**src/rtl/seven_seg_scanner.sv**
```systemverilog
// seven_seg_scanner
// Time-multiplexes two 16-bit two-digit cathode encodings (left and right
// score) onto a 4-digit common-anode display. Digit order on the anodes is
// an[3]=left tens, an[2]=left ones, an[1]=right tens, an[0]=right ones.
// Score inputs are copied into shadow registers only at the frame boundary,
// so a digit never changes part-way through a scan. Each digit slot begins
// with BLANK_CYC all-off cycles so the previous digit cannot ghost.
// Optional feature: define SEG_BLINK_EN to add the blink input and the
// frame-based blink counter.
module seven_seg_scanner #(
    parameter int CLK_HZ       = 100_000_000,
    parameter int REFRESH_HZ   = 1000,
    parameter int BLANK_CYC    = 16,
    parameter int BLINK_FRAMES = 250
) (
    input  logic        clk,
    input  logic        rst_n,
    input  logic [15:0] score_l,
    input  logic [15:0] score_r,
`ifdef SEG_BLINK_EN
    input  logic        blink,
`endif
    output logic [3:0]  an,
    output logic [6:0]  seg,
    output logic        dp,
    output logic        frame_tick
);

    localparam int DIGIT_CYC = CLK_HZ / REFRESH_HZ;
    localparam int CNT_W     = (DIGIT_CYC > 1) ? $clog2(DIGIT_CYC) : 1;

    localparam logic [CNT_W-1:0] CNT_ZERO  = '0;
    localparam logic [CNT_W-1:0] CNT_ONE   = CNT_W'(1);
    localparam logic [CNT_W-1:0] CNT_LAST  = CNT_W'(DIGIT_CYC - 1);
    localparam logic [CNT_W-1:0] CNT_BLANK = CNT_W'(BLANK_CYC);

    localparam logic ST_BLANK = 1'b0;
    localparam logic ST_DRIVE = 1'b1;

    // Reject parameter sets that would break the blanking guarantee.
    if (DIGIT_CYC < 2 || BLANK_CYC < 1 || BLANK_CYC >= DIGIT_CYC ||
        BLINK_FRAMES < 1 || BLINK_FRAMES > 256) begin : g_bad_param
        $error("seven_seg_scanner: illegal parameter combination");
    end

    logic [CNT_W-1:0] cnt;
    logic [1:0]       sel;
    logic             state;
    logic [15:0]      shadow_l;
    logic [15:0]      shadow_r;
    logic             boundary;
    logic             vis;
    logic [7:0]       cur_byte;
    logic             drive;
    logic [3:0]       an_nxt;
    logic [6:0]       seg_nxt;
    logic             dp_nxt;

    assign boundary = (sel == 2'd3) && (cnt == CNT_LAST);

    // Prescaler, slot select and per-slot BLANK/DRIVE state
    always_ff @(posedge clk or negedge rst_n) begin
        if (!rst_n) begin
            cnt   <= CNT_ZERO;
            sel   <= 2'd0;
            state <= ST_BLANK;
        end else if (cnt == CNT_LAST) begin
            // Every slot starts blank since BLANK_CYC is at least 1.
            cnt   <= CNT_ZERO;
            sel   <= sel + 2'd1;
            state <= ST_BLANK;
        end else begin
            cnt   <= cnt + CNT_ONE;
            state <= ((cnt + CNT_ONE) < CNT_BLANK) ? ST_BLANK : ST_DRIVE;
        end
    end

    // Shadow copies of the scores, refreshed only at the frame boundary
    always_ff @(posedge clk or negedge rst_n) begin
        if (!rst_n) begin
            shadow_l <= 16'hC0C0;
            shadow_r <= 16'hC0C0;
        end else if (boundary) begin
            shadow_l <= score_l;
            shadow_r <= score_r;
        end
    end

`ifdef SEG_BLINK_EN
    localparam logic [7:0] FC_LAST = 8'(BLINK_FRAMES - 1);

    logic [7:0] fcnt;

    // Blink phase: count frames, flip visibility every BLINK_FRAMES frames
    always_ff @(posedge clk or negedge rst_n) begin
        if (!rst_n) begin
            fcnt <= 8'd0;
            vis  <= 1'b1;
        end else if (!blink) begin
            fcnt <= 8'd0;
            vis  <= 1'b1;
        end else if (frame_tick) begin
            // frame_tick lands on the first (blank) cycle of sel0, so the
            // visibility change never cuts into a driven digit.
            if (fcnt == FC_LAST) begin
                fcnt <= 8'd0;
                vis  <= ~vis;
            end else begin
                fcnt <= fcnt + 8'd1;
            end
        end
    end
`else
    assign vis = 1'b1;
`endif

    // Select the digit byte for the current slot and decode the outputs
    always_comb begin
        cur_byte = 8'hFF;
        case (sel)
            2'd0:    cur_byte = shadow_l[15:8];
            2'd1:    cur_byte = shadow_l[7:0];
            2'd2:    cur_byte = shadow_r[15:8];
            default: cur_byte = shadow_r[7:0];
        endcase
        drive   = (state == ST_DRIVE) && vis;
        an_nxt  = 4'hF;
        seg_nxt = 7'h7F;
        dp_nxt  = 1'b1;
        if (drive) begin
            an_nxt  = ~(4'b1000 >> sel);
            seg_nxt = cur_byte[6:0];
            dp_nxt  = cur_byte[7];
        end
    end

    // Registered outputs: everything appears one cycle after its slot state
    always_ff @(posedge clk or negedge rst_n) begin
        if (!rst_n) begin
            an         <= 4'hF;
            seg        <= 7'h7F;
            dp         <= 1'b1;
            frame_tick <= 1'b0;
        end else begin
            an         <= an_nxt;
            seg        <= seg_nxt;
            dp         <= dp_nxt;
            frame_tick <= boundary;
        end
    end

endmodule
```
**config.mk**
```make
export PLATFORM = sky130hd
export DESIGN_NAME = seven_seg_scanner
export DESIGN_NICKNAME = d
export VERILOG_FILES = /design/src/rtl/seven_seg_scanner.sv
export SDC_FILE = /design/constraint.sdc
export NUM_CORES = 1
export LEC_CHECK = 0
export ABC_AREA = 1
export BUFFER_PORTS_ARGS = -buffer_cell sky130_fd_sc_hd__buf_2
export CAP_MARGIN = 20
export CORE_ASPECT_RATIO = 0.8
export CORE_MARGIN = 4
export CORE_UTILIZATION = 58
export CTS_BUF_LIST = sky130_fd_sc_hd__clkbuf_2 sky130_fd_sc_hd__clkbuf_4 sky130_fd_sc_hd__clkbuf_8
export CTS_CLUSTER_SIZE = 25
export DETAILED_ROUTE_END_ITERATION = 10
export HOLD_SLACK_MARGIN = 0.03
export PLACE_DENSITY_LB_ADDON = 0.15
export REMOVE_ABC_BUFFERS = 1
export SLEW_MARGIN = 10
export SYNTH_ARGS = -nofsm -noshare
export SYNTH_HDL_FRONTEND = slang
export SYNTH_SLANG_ARGS = --single-unit
```
**constraint.sdc**
```tcl
create_clock -name clk -period 1.7 [get_ports clk]
set_input_delay 0.17 -clock clk [delete_from_list [all_inputs] [get_ports clk]]
set_output_delay 0.17 -clock clk [all_outputs]
set_load 0.05 [all_outputs]
```
==> impl_metrics.env <==
export IMPL_status="complete, but fails checks"
export IMPL_violations="setup timing"
export IMPL_hold_viol=0
export IMPL_final_cell_mix="nand2_1, inv_1, buf_2"
export IMPL_finalClockSkew_ps=9.37
export IMPL_drc=0
export IMPL_max_freq_ghz=0.576
export IMPL_final_layout_size_suffix_gt1_share_pct=30.2
export IMPL_insertion_delay_ps=350
export IMPL_cts_sinks=65
export IMPL_place_hpwl_mm=4.74
export IMPL_antenna_found_initial=0
export IMPL_endpoint_kind="flip-flop"
export IMPL_hold_class="in -> reg"
export IMPL_n_antenna_cell=0
export IMPL_p_int_w=0.00243
export IMPL_arrival_ps=2020
export IMPL_design_die_area_um2=6410
export IMPL_clock_root_buffer="clkbuf_8"
export IMPL_ir_drop_mv=0.832
export IMPL_p_sw_share_pct=22.0
export IMPL_max_slew_worst_pin_slew_ps=335
export IMPL_placed_cells=458
export IMPL_synth_area_um2=3010
export IMPL_cts_buffers_inserted=9
export IMPL_power_sequential_fraction_pct=49.7
export IMPL_start_util_pct=60.0
export IMPL_powerDensity_nw_per_um2=781
export IMPL_synth_cell_types=26
export IMPL_syn_inst=349
export IMPL_grt_max_degree=66
export IMPL_setup_ws_ps=-37.0
export IMPL_cp_data_required_time_ps=1980
export IMPL_post_dp_cell_area_um2=3350
export IMPL_fill_cells=328
export IMPL_worstReg2RegStart="cnt[13]"
export IMPL_first_iter_violations=220
export IMPL_power_leakage_nw=1.95
export IMPL_drt_total_wl_mm=7.93
export IMPL_vias_per_cell=5.32
export IMPL_die_h_um=72.4
export IMPL_grt_pass1_vias=2525
export IMPL_crit_path_max_fanout=9
export IMPL_cp_start_kind="flip-flop"
export IMPL_ant_nets=0
export IMPL_holdWs_ps=14.2
export IMPL_setup_viol=25
export IMPL_finalCriticalPeriod_ps=1740
export IMPL_num_nets_final=474
export IMPL_grt_total_usage_pct=25.5
export IMPL_final_common_cell="nand2_1"
export IMPL_r2r_cells=9
export IMPL_period_share_pct=102
export IMPL_cts_tree="yes"
export IMPL_syn2layout_area_growth_pct=32.5
export IMPL_port_buffers=46
export IMPL_fin_cells=502
export IMPL_grt_overflow_total=0
export IMPL_grt_pass1_wl_mm=12.1
export IMPL_stdcell_area_um2=3980
export IMPL_htree_num_levels=3
export IMPL_cp_startpoint="cnt[13]"
export IMPL_synth_seq_cells=65
export IMPL_relSlewSlack_pct=77.7
export IMPL_p_sw_w=0.000684
export IMPL_dr_pass1_iters=6
export IMPL_avgSynthCellArea_um2=8.61
export IMPL_min_path_cells=3
export IMPL_path_class="reg -> reg"
export IMPL_die_w_um=88.5
export IMPL_rows=23
export IMPL_comb_power_share_pct=3.3
export IMPL_vias=2670
export IMPL_placeableCoreArea_um2=5010
export IMPL_pwr_share_clk_pct=46.9
export IMPL_gp_congestion=0.926
export IMPL_max_cap_violations=0
export IMPL_pin_count=47
export IMPL_synth_warnings=0
export IMPL_clock_path_buffers=2
export IMPL_slew_violations=0
export IMPL_path_clk_slew_ps=80
export IMPL_ys_seq_area_share_pct=54.9
export IMPL_hp_start="score_r[15]"
export IMPL_rsz0062_at_grt="true"
export IMPL_wl_per_cell_um=15.8
routing by layer:
layer | wire length [µm] | part of all wire (%) | GRT usage (%)
met1 | 3520 | 44 | 36.7
met2 | 3690 | 47 | 37.1
met3 | 552 | 7.0 | 6.58
met4 | 165 | 2.1 | 9.90
met5 | 0 | 0 | 0
cell usage after synthesis:
cell type / count / area share, %
o22ai_1: 8 / 1.7
o21ai_1: 13 / 2.2
clkbuf_1: 1 / 0.12
nand3b_1: 2 / 0.50
dfrtp_1: 45 / 37
o21bai_1: 1 / 0.25
nand3_1: 11 / 1.8
nor3_2: 1 / 0.33
xor2_1: 3 / 0.87
nand2_1: 94 / 12
a22oi_1: 8 / 2.0
nor2_1: 22 / 2.7
inv_1: 60 / 7.5
buf_6: 4 / 1.5
nand4_1: 6 / 1.2
ha_1: 5 / 2.1
or2_2: 1 / 0.21
dfstp_2: 20 / 17
nand3_2: 1 / 0.33
o21ai_0: 24 / 4.0
nor2_2: 2 / 0.42
buf_2: 2 / 0.33
nor2_4: 2 / 0.75
a21oi_1: 10 / 1.7
nand2_2: 2 / 0.42
nor4_2: 1 / 0.42
cell families (layout without fill, tap and decap cells):
family          after synthesis  count (layout)  synth area share [%]
flops                        65              65                  54.9
fa+ha+maj                     5               5                  2.08
compound gates               64              64                  11.7
simple gates                145             145                  20.9
buf+inv                      67             158                  9.45
xor+xnor                      3               3                 0.874
power groups by stage:
stage	logic, W	registers, W	clock network [W]
2_1_floorplan	0.000000000145	0.00158	0
3_3_place_gp	0.0000723	0.00158	0
3_5_place_dp	0.0000725	0.00158	0
4_1_cts	0.000102	0.00155	0.00146
5_1_grt	0.000115	0.00155	0.00153
6_report	0.000103	0.00155	0.00146
path summary, 6_finish.rpt:
kind | slack [ps] | end
worst max-delay path | -40 | shadow_r[10]
worst min-delay path | 10 | shadow_r[15]
worst max register to register | -40 | shadow_r[10]
worst min register to register | 490 | shadow_r[6]
max in group asynchronous | 1020 | shadow_l[6]
min in group asynchronous | 360 | cnt[13]
layout make-up:
class	count	area, µm²	area share [%]
tap	62	77.6	1.95
multi-input combinational	217	1160	29.2
clock inverter	7	93.8	2.36
timing repair buffer	82	647	16.2
clock buffer	9	124	3.11
sequential	65	1650	41.5
inverter	60	225	5.65
stage by stage:
stage / power (W) / utilization (%) / TNS (ps) / worst slack (ps)
after floorplan: 0.00158 / - / -8020 / -275
after global placement: 0.00165 / 67.0 / 0 / 53.5
after detailed placement: 0.00165 / 67.0 / 0 / 7.09
after CTS: 0.00311 / 74.5 / 0 / 16.1
after global routing: 0.00319 / 79.6 / -3320 / -131
final: 0.00311 / 79.6 / -495 / -37.0
repair_timing:
| action | in CTS | in global routing |
|---|---|---|
| resized for setup | 2 | 38 |
| pin swaps | 0 | 4 |
| buffers inserted | 0 | 8 |
| cloned | 0 | 4 |
| hold buffers | 16 | 0 |
| endpoints found under the hold margin | 60 | 0 |
| setup endpoints to repair | 1 | 33 |
registers in the layout, indices dropped and copies added (netlist names):
| name | count |
|---|---|
| drive | 1 |
| an | 4 |
| dp | 1 |
| shadow_r | 16 |
| shadow_l | 16 |
| seg | 7 |
| sel | 2 |
| frame_tick | 1 |
| cnt | 17 |
critical path, cell delays in order (launching register included):
cell       delay, ps
dfrtp_1          450
inv_2             80
nand4_1          150
nor3_4           230
nand2_2          120
nor2_4           190
buf_12           160
clkbuf_16        150
nand2_1           60
nand2_1           70
No activity file was read; power rests on OpenSTA's default activity.
